--- src/rtl/window_discriminator_multi.sv ---
// Purpose : multi-channel window/threshold discriminator; AND-qualifies NUM_CH DAC
//           channels each sample, counts consecutive qualifying samples, then
//           fires a programmable stim pulse followed by a refractory lockout.
// Latency : all outputs registered; stim_out rises on the edge that sees the
//           (stop_max+1)-th consecutive qualifying sample (stop_max 0 acts as 1).
// Backpressure: none; one evaluation per sample_CLK_out edge, no stalls.
//
// Ports:
//   sample_CLK_out, reset (sync, active-high), fsm_mode (0 forces idle)
//   ch_en / ch_in_window / ch_thresh / ch_edge_type : per-channel flags
//   stop_max, stim_len, refract_len : run-time timing controls
//   fsm_state, fsm_out, fsm_counter, stim_out, stim_events : status to host
module window_discriminator_multi #(
    parameter int NUM_CH = 8,
    parameter int CNT_W  = 16
) (
    input  logic              sample_CLK_out,
    input  logic              reset,
    input  logic              fsm_mode,
    input  logic [NUM_CH-1:0] ch_en,
    input  logic [NUM_CH-1:0] ch_in_window,
    input  logic [NUM_CH-1:0] ch_thresh,
    input  logic [NUM_CH-1:0] ch_edge_type,
    input  logic [CNT_W-1:0]  stop_max,
    input  logic [CNT_W-1:0]  stim_len,
    input  logic [CNT_W-1:0]  refract_len,
    output logic [1:0]        fsm_state,
    output logic [7:0]        fsm_out,
    output logic [CNT_W-1:0]  fsm_counter,
    output logic              stim_out,
    output logic [15:0]       stim_events
);

    typedef enum logic [1:0] {
        S_IDLE    = 2'd0,
        S_TRACK   = 2'd1,
        S_STIM    = 2'd2,
        S_REFRACT = 2'd3
    } state_t;

    localparam logic [CNT_W-1:0] ONE = {{(CNT_W-1){1'b0}}, 1'b1};

    state_t            state_q;
    state_t            state_d;
    logic [CNT_W-1:0]  cnt_d;
    logic [CNT_W-1:0]  phase_q;
    logic [CNT_W-1:0]  phase_d;
    logic [15:0]       events_d;
    logic [7:0]        fsm_out_d;
    logic              stim_d;

    logic              any_en;
    logic [NUM_CH-1:0] ch_ok;
    logic              advance;
    logic [CNT_W-1:0]  stim_eff;

    // A disabled or out-of-window channel never blocks; an active channel must
    // show a threshold flag that differs from its polarity bit.
    assign any_en   = |ch_en;
    assign ch_ok    = ~ch_en | ~ch_in_window | (ch_thresh ^ ch_edge_type);
    assign advance  = any_en & (&ch_ok);
    assign stim_eff = (stim_len == '0) ? ONE : stim_len;

    always_comb begin
        state_d  = state_q;
        cnt_d    = fsm_counter;
        phase_d  = phase_q;
        events_d = stim_events;

        if (!fsm_mode) begin
            state_d = S_IDLE;
            cnt_d   = '0;
            phase_d = '0;
        end else begin
            case (state_q)
                S_IDLE: begin
                    if (advance) begin
                        state_d = S_TRACK;
                        cnt_d   = ONE;
                    end
                end
                S_TRACK: begin
                    if (!advance) begin
                        state_d = S_IDLE;
                        cnt_d   = '0;
                    end else if (fsm_counter >= stop_max) begin
                        state_d  = S_STIM;
                        cnt_d    = '0;
                        phase_d  = ONE;
                        events_d = (stim_events == 16'hFFFF) ? stim_events
                                                             : stim_events + 16'd1;
                    end else begin
                        // Bounded by stop_max, so this cannot wrap.
                        cnt_d = fsm_counter + ONE;
                    end
                end
                S_STIM: begin
                    if (phase_q >= stim_eff) begin
                        if (refract_len != '0) begin
                            state_d = S_REFRACT;
                            phase_d = ONE;
                        end else begin
                            state_d = S_IDLE;
                            phase_d = '0;
                        end
                    end else begin
                        phase_d = phase_q + ONE;
                    end
                end
                S_REFRACT: begin
                    if (phase_q >= refract_len) begin
                        state_d = S_IDLE;
                        phase_d = '0;
                    end else begin
                        phase_d = phase_q + ONE;
                    end
                end
                default: begin
                    state_d = S_IDLE;
                    cnt_d   = '0;
                    phase_d = '0;
                end
            endcase
        end

        // Status outputs are registered alongside the state they describe.
        fsm_out_d = 8'h00;
        stim_d    = 1'b0;
        if (fsm_mode) begin
            case (state_d)
                S_IDLE:    fsm_out_d = 8'b0100_0000;
                S_TRACK:   fsm_out_d = 8'b0010_0000;
                S_STIM:    fsm_out_d = 8'b0001_0000;
                S_REFRACT: fsm_out_d = 8'b0000_1000;
                default:   fsm_out_d = 8'b0100_0000;
            endcase
            stim_d = (state_d == S_STIM);
        end
    end

    always_ff @(posedge sample_CLK_out) begin
        if (reset) begin
            state_q     <= S_IDLE;
            fsm_counter <= '0;
            phase_q     <= '0;
            fsm_out     <= 8'b0100_0000;
            stim_out    <= 1'b0;
            stim_events <= 16'd0;
        end else begin
            state_q     <= state_d;
            fsm_counter <= cnt_d;
            phase_q     <= phase_d;
            fsm_out     <= fsm_out_d;
            stim_out    <= stim_d;
            stim_events <= events_d;
        end
    end

    assign fsm_state = state_q;

endmodule

--- config.mk ---
export PLATFORM = sky130hd
export DESIGN_NAME = window_discriminator_multi
export DESIGN_NICKNAME = d
export VERILOG_FILES = /design/src/rtl/window_discriminator_multi.sv
export SDC_FILE = /design/constraint.sdc
export NUM_CORES = 1
export LEC_CHECK = 0
export BUFFER_PORTS_ARGS = -buffer_cell sky130_fd_sc_hd__buf_2
export CAP_MARGIN = 0
export CORE_UTILIZATION = 53
export DETAILED_ROUTE_END_ITERATION = 8
export PLACE_DENSITY = 0.82
export SETUP_SLACK_MARGIN = 0.1
export SYNTH_ARGS = -nofsm -noshare
export SYNTH_HDL_FRONTEND = slang
export SYNTH_SLANG_ARGS = --single-unit
export TNS_END_PERCENT = 1
--- constraint.sdc ---
create_clock -name sample_CLK_out -period 2.5 [get_ports sample_CLK_out]
set_input_delay 0.125 -clock sample_CLK_out [delete_from_list [all_inputs] [get_ports sample_CLK_out]]
set_output_delay 0.125 -clock sample_CLK_out [all_outputs]
set_load 0.1 [all_outputs]
==> impl_metrics.csv <==
group,metric,value,unit
finish,layout.cells.non_filler,765,
synth,ys.flop_type,"dfxtp_1",
pwr,p_sw,517.9,uW
clock_tree,clockBufferDepth,2,
pwr,p_sw_frac,0.3044,
finish,syn_to_final_growth,30.02,%
critical_path,cp.required,2.76,ns
pwr,pwr-share-seq,0.506,
critical_path,worstPathArrival,2.65,ns
synth,ys_warn_count,0,
pwr,intPower,1184,uW
routing,drt-total-wl,12070,microns
routing,drc,0,
routing,wl_per_cell,15.78,microns
sta,max_freq,418.2,MHz
pwr,clkPwrFrac,0.291,
placement,dp_cells,743,
sta,rsz0062_at_grt,"yes",
global_routing,grt_usage,0.2713,
sta,slew_viol_final,0,
sta,min_period,2.391,ns
die,num_rows,31,
global_routing,grt_overflow_total,0,
finish,n_antenna_cell,0,
hold_path,hold_path_class,"primary input to flop",
synth,syn_area,0.004146,sq mm
die,die_w,90.45,microns
die,start_util,0.5597,
clock_tree,clk_latency,0.31,ns
flow_run,maxCapViolCount,0,
die,coreArea,0.007408,sq mm
sta,finalHoldViolCount,0,
global_routing,grt_pass1_wl,18400,microns
routing,dr.first_iter.drc_count,238,
global_routing,grt_max_degree,28,
critical_path,start_kind,"flop",
synth,synth_edf_count,0,
placement,portBuffers,121,
synth,synth.yosys.seq_area_share,0.2607,
critical_path,cp-end-kind,"flop",
clock_tree,cts_made_buffers,5,
synth,synth_cell_types,61,
synth,ys_ff_latch,54,
sta,holdWs,0.07098,ns
routing,drt_first_pass_iters,6,
clock_tree,cts_root_buf,"clkbuf_8",
placement,dpl.hpwl,8651,microns
finish,final_nets,799,
sta,worstMarginPinSlew,0.5945,ns
critical_path,path_class,"flop to flop",
pwr,peakVddDrop,0.2325,mV
finish,final_core_util,0.7277,
clock_tree,cts_tree,"yes",
pwr,power_density,315.6,mW/mm^2
placement,gp_congestion,0.8804,
synth,synthCells,530,
finish,drive_above_1_share,0.3483,
outcome,status,"complete, no violations",
clock_tree,clock-sinks,54,
die,die_h,90.45,microns
pwr,p_leak,0.002421,uW
routing,vias_per_cell,5.872,
sta,setup_violations,0,
sta,fin_crit_sh,0.9565,
global_routing,antenna_found_initial,0,
sta,fin_setup_tns,0,ns
critical_path,critPathMaxFanout,9,
synth,synthArstFlopShare,0,
pwr,combinationalPowerShare,0.203,
clock_tree,htreeDepth,2,
routing,routed-via-count,4492,
synth,synth_area_per_cell,7.824,sq um
die,dieArea,0.008181,sq mm
global_routing,first_global_vias,4163,
sta,fin_skew,0.01631,ns
routing,antenna_left,0,
sta,timing.slew.headroom,0.5984,
clock_tree,clkTransAtPathRegs,0.10,ns
die,pin_count,126,
through the flow:
step,setup slack (ns),instance area (sq um),total power [uW]
floorplan,0.07832,4215,1079
global placement,0.04470,4917,1183
detailed placement,-0.05526,4917,1194
CTS,0.001135,5012,1677
global route,-0.005863,5391,1778
finish,0.1087,5391,1701
power groups by stage:
stage	combinational, uW	clock, uW	sequential, uW
global placement	302	0	881
finish	345	495	861
detailed placement	313	0	881
CTS	317	499	861
global route	376	540	862
floorplan	166	0	913
critical path: stages, from the launching register on:
cell and delay, ns:
dfxtp_2 0.36, ha_1 0.30, nand4_1 0.19, a211oi_2 0.28
o41ai_2 0.13, o211ai_2 0.24, nand2_2 0.15, buf_8 0.17
o31ai_4 0.32, nor2b_4 0.20
worst paths after layout:
path	from	endpoint	slack, ns	depth (start not counted)
hold / removal	fsm_mode	stim_out$_SDFF_PP0_	0.07	2
hold reg to reg	stim_events[10]$_SDFFE_PP0P_	stim_events[10]$_SDFFE_PP0P_	0.49	2
setup reg to reg	phase_q[15]$_SDFFE_PP0P_	fsm_out[5]$_SDFF_PP0_	0.11	9
setup / recovery	phase_q[15]$_SDFFE_PP0P_	fsm_out[5]$_SDFF_PP0_	0.11	9
cell families after synthesis:
logic type / count (synthesis) / synth area share
compound gates: 117 / 0.1835
buf+inv: 76 / 0.07845
flops: 54 / 0.2607
xor+xnor: 21 / 0.04436
fa+ha+maj: 51 / 0.1539
other cells: 1 / 0.0009044
mux: 3 / 0.007845
simple gates: 207 / 0.2704
synthesized netlist by cell type (10+ instances only):
cell type | instances | share of area
nor4_1 | 10 | 0.015
nand2_1 | 48 | 0.043
a21oi_1 | 33 | 0.040
o21ai_0 | 24 | 0.029
nand3_1 | 22 | 0.027
ha_1 | 51 | 0.15
nand4_1 | 14 | 0.021
nor2_1 | 46 | 0.042
inv_1 | 56 | 0.051
xnor2_1 | 14 | 0.030
a31oi_1 | 12 | 0.018
dfxtp_1 | 54 | 0.26
or4_1 | 10 | 0.018
placed cells by master, fill, tap and decap left out, drive strengths merged, types with 5 or more instances in the layout:
master,count
nor4,11
nand3b,5
and4,5
or4,10
a211oi,9
nor2b,5
buf,143
nor2,46
clkbuf,6
nand2,49
nand3,22
ha,51
xor2,7
inv,57
nor3,8
nand2b,5
o31ai,8
o21a,6
a21oi,33
or3,6
and3,10
a31oi,12
o21ai,27
xnor2,14
dfxtp,54
nand4,17
layer usage:
metal / wire length [microns] / vias up / global-route usage
met5: 0 / - / 0
met2: 6276 / 205 / 0.4949
met1: 4694 / 2068 / 0.3159
li1: - / 2180 / -
met4: 388 / 0 / 0.1116
met3: 711 / 39 / 0.03872
state kept, by name (all words and copies together) (netlist names):
signal	cells
fsm_state	2
fsm_counter	16
fsm_out	3
stim_out	1
phase_q	16
stim_events	16
cell type report:
class	count	area (sq um)
clock buffers	6	72.57
clock inverters	2	13.76
fillers	567	2017
inverters	56	210.2
multi-input cells	405	3010
flip-flops and latches	54	1154
well taps	99	123.9
repair buffers	143	807.0
what timing repair did:
| action | in CTS | in global routing |
|---|---|---|
| gates cloned | 0 | 2 |
| pin swaps | 0 | 23 |
| hold buffers | 0 | 0 |
| gates resized for setup | 1 | 47 |
| setup endpoints to repair | 26 | 53 |
| buffers inserted | 0 | 12 |
Power figures use the tool's default switching activity.
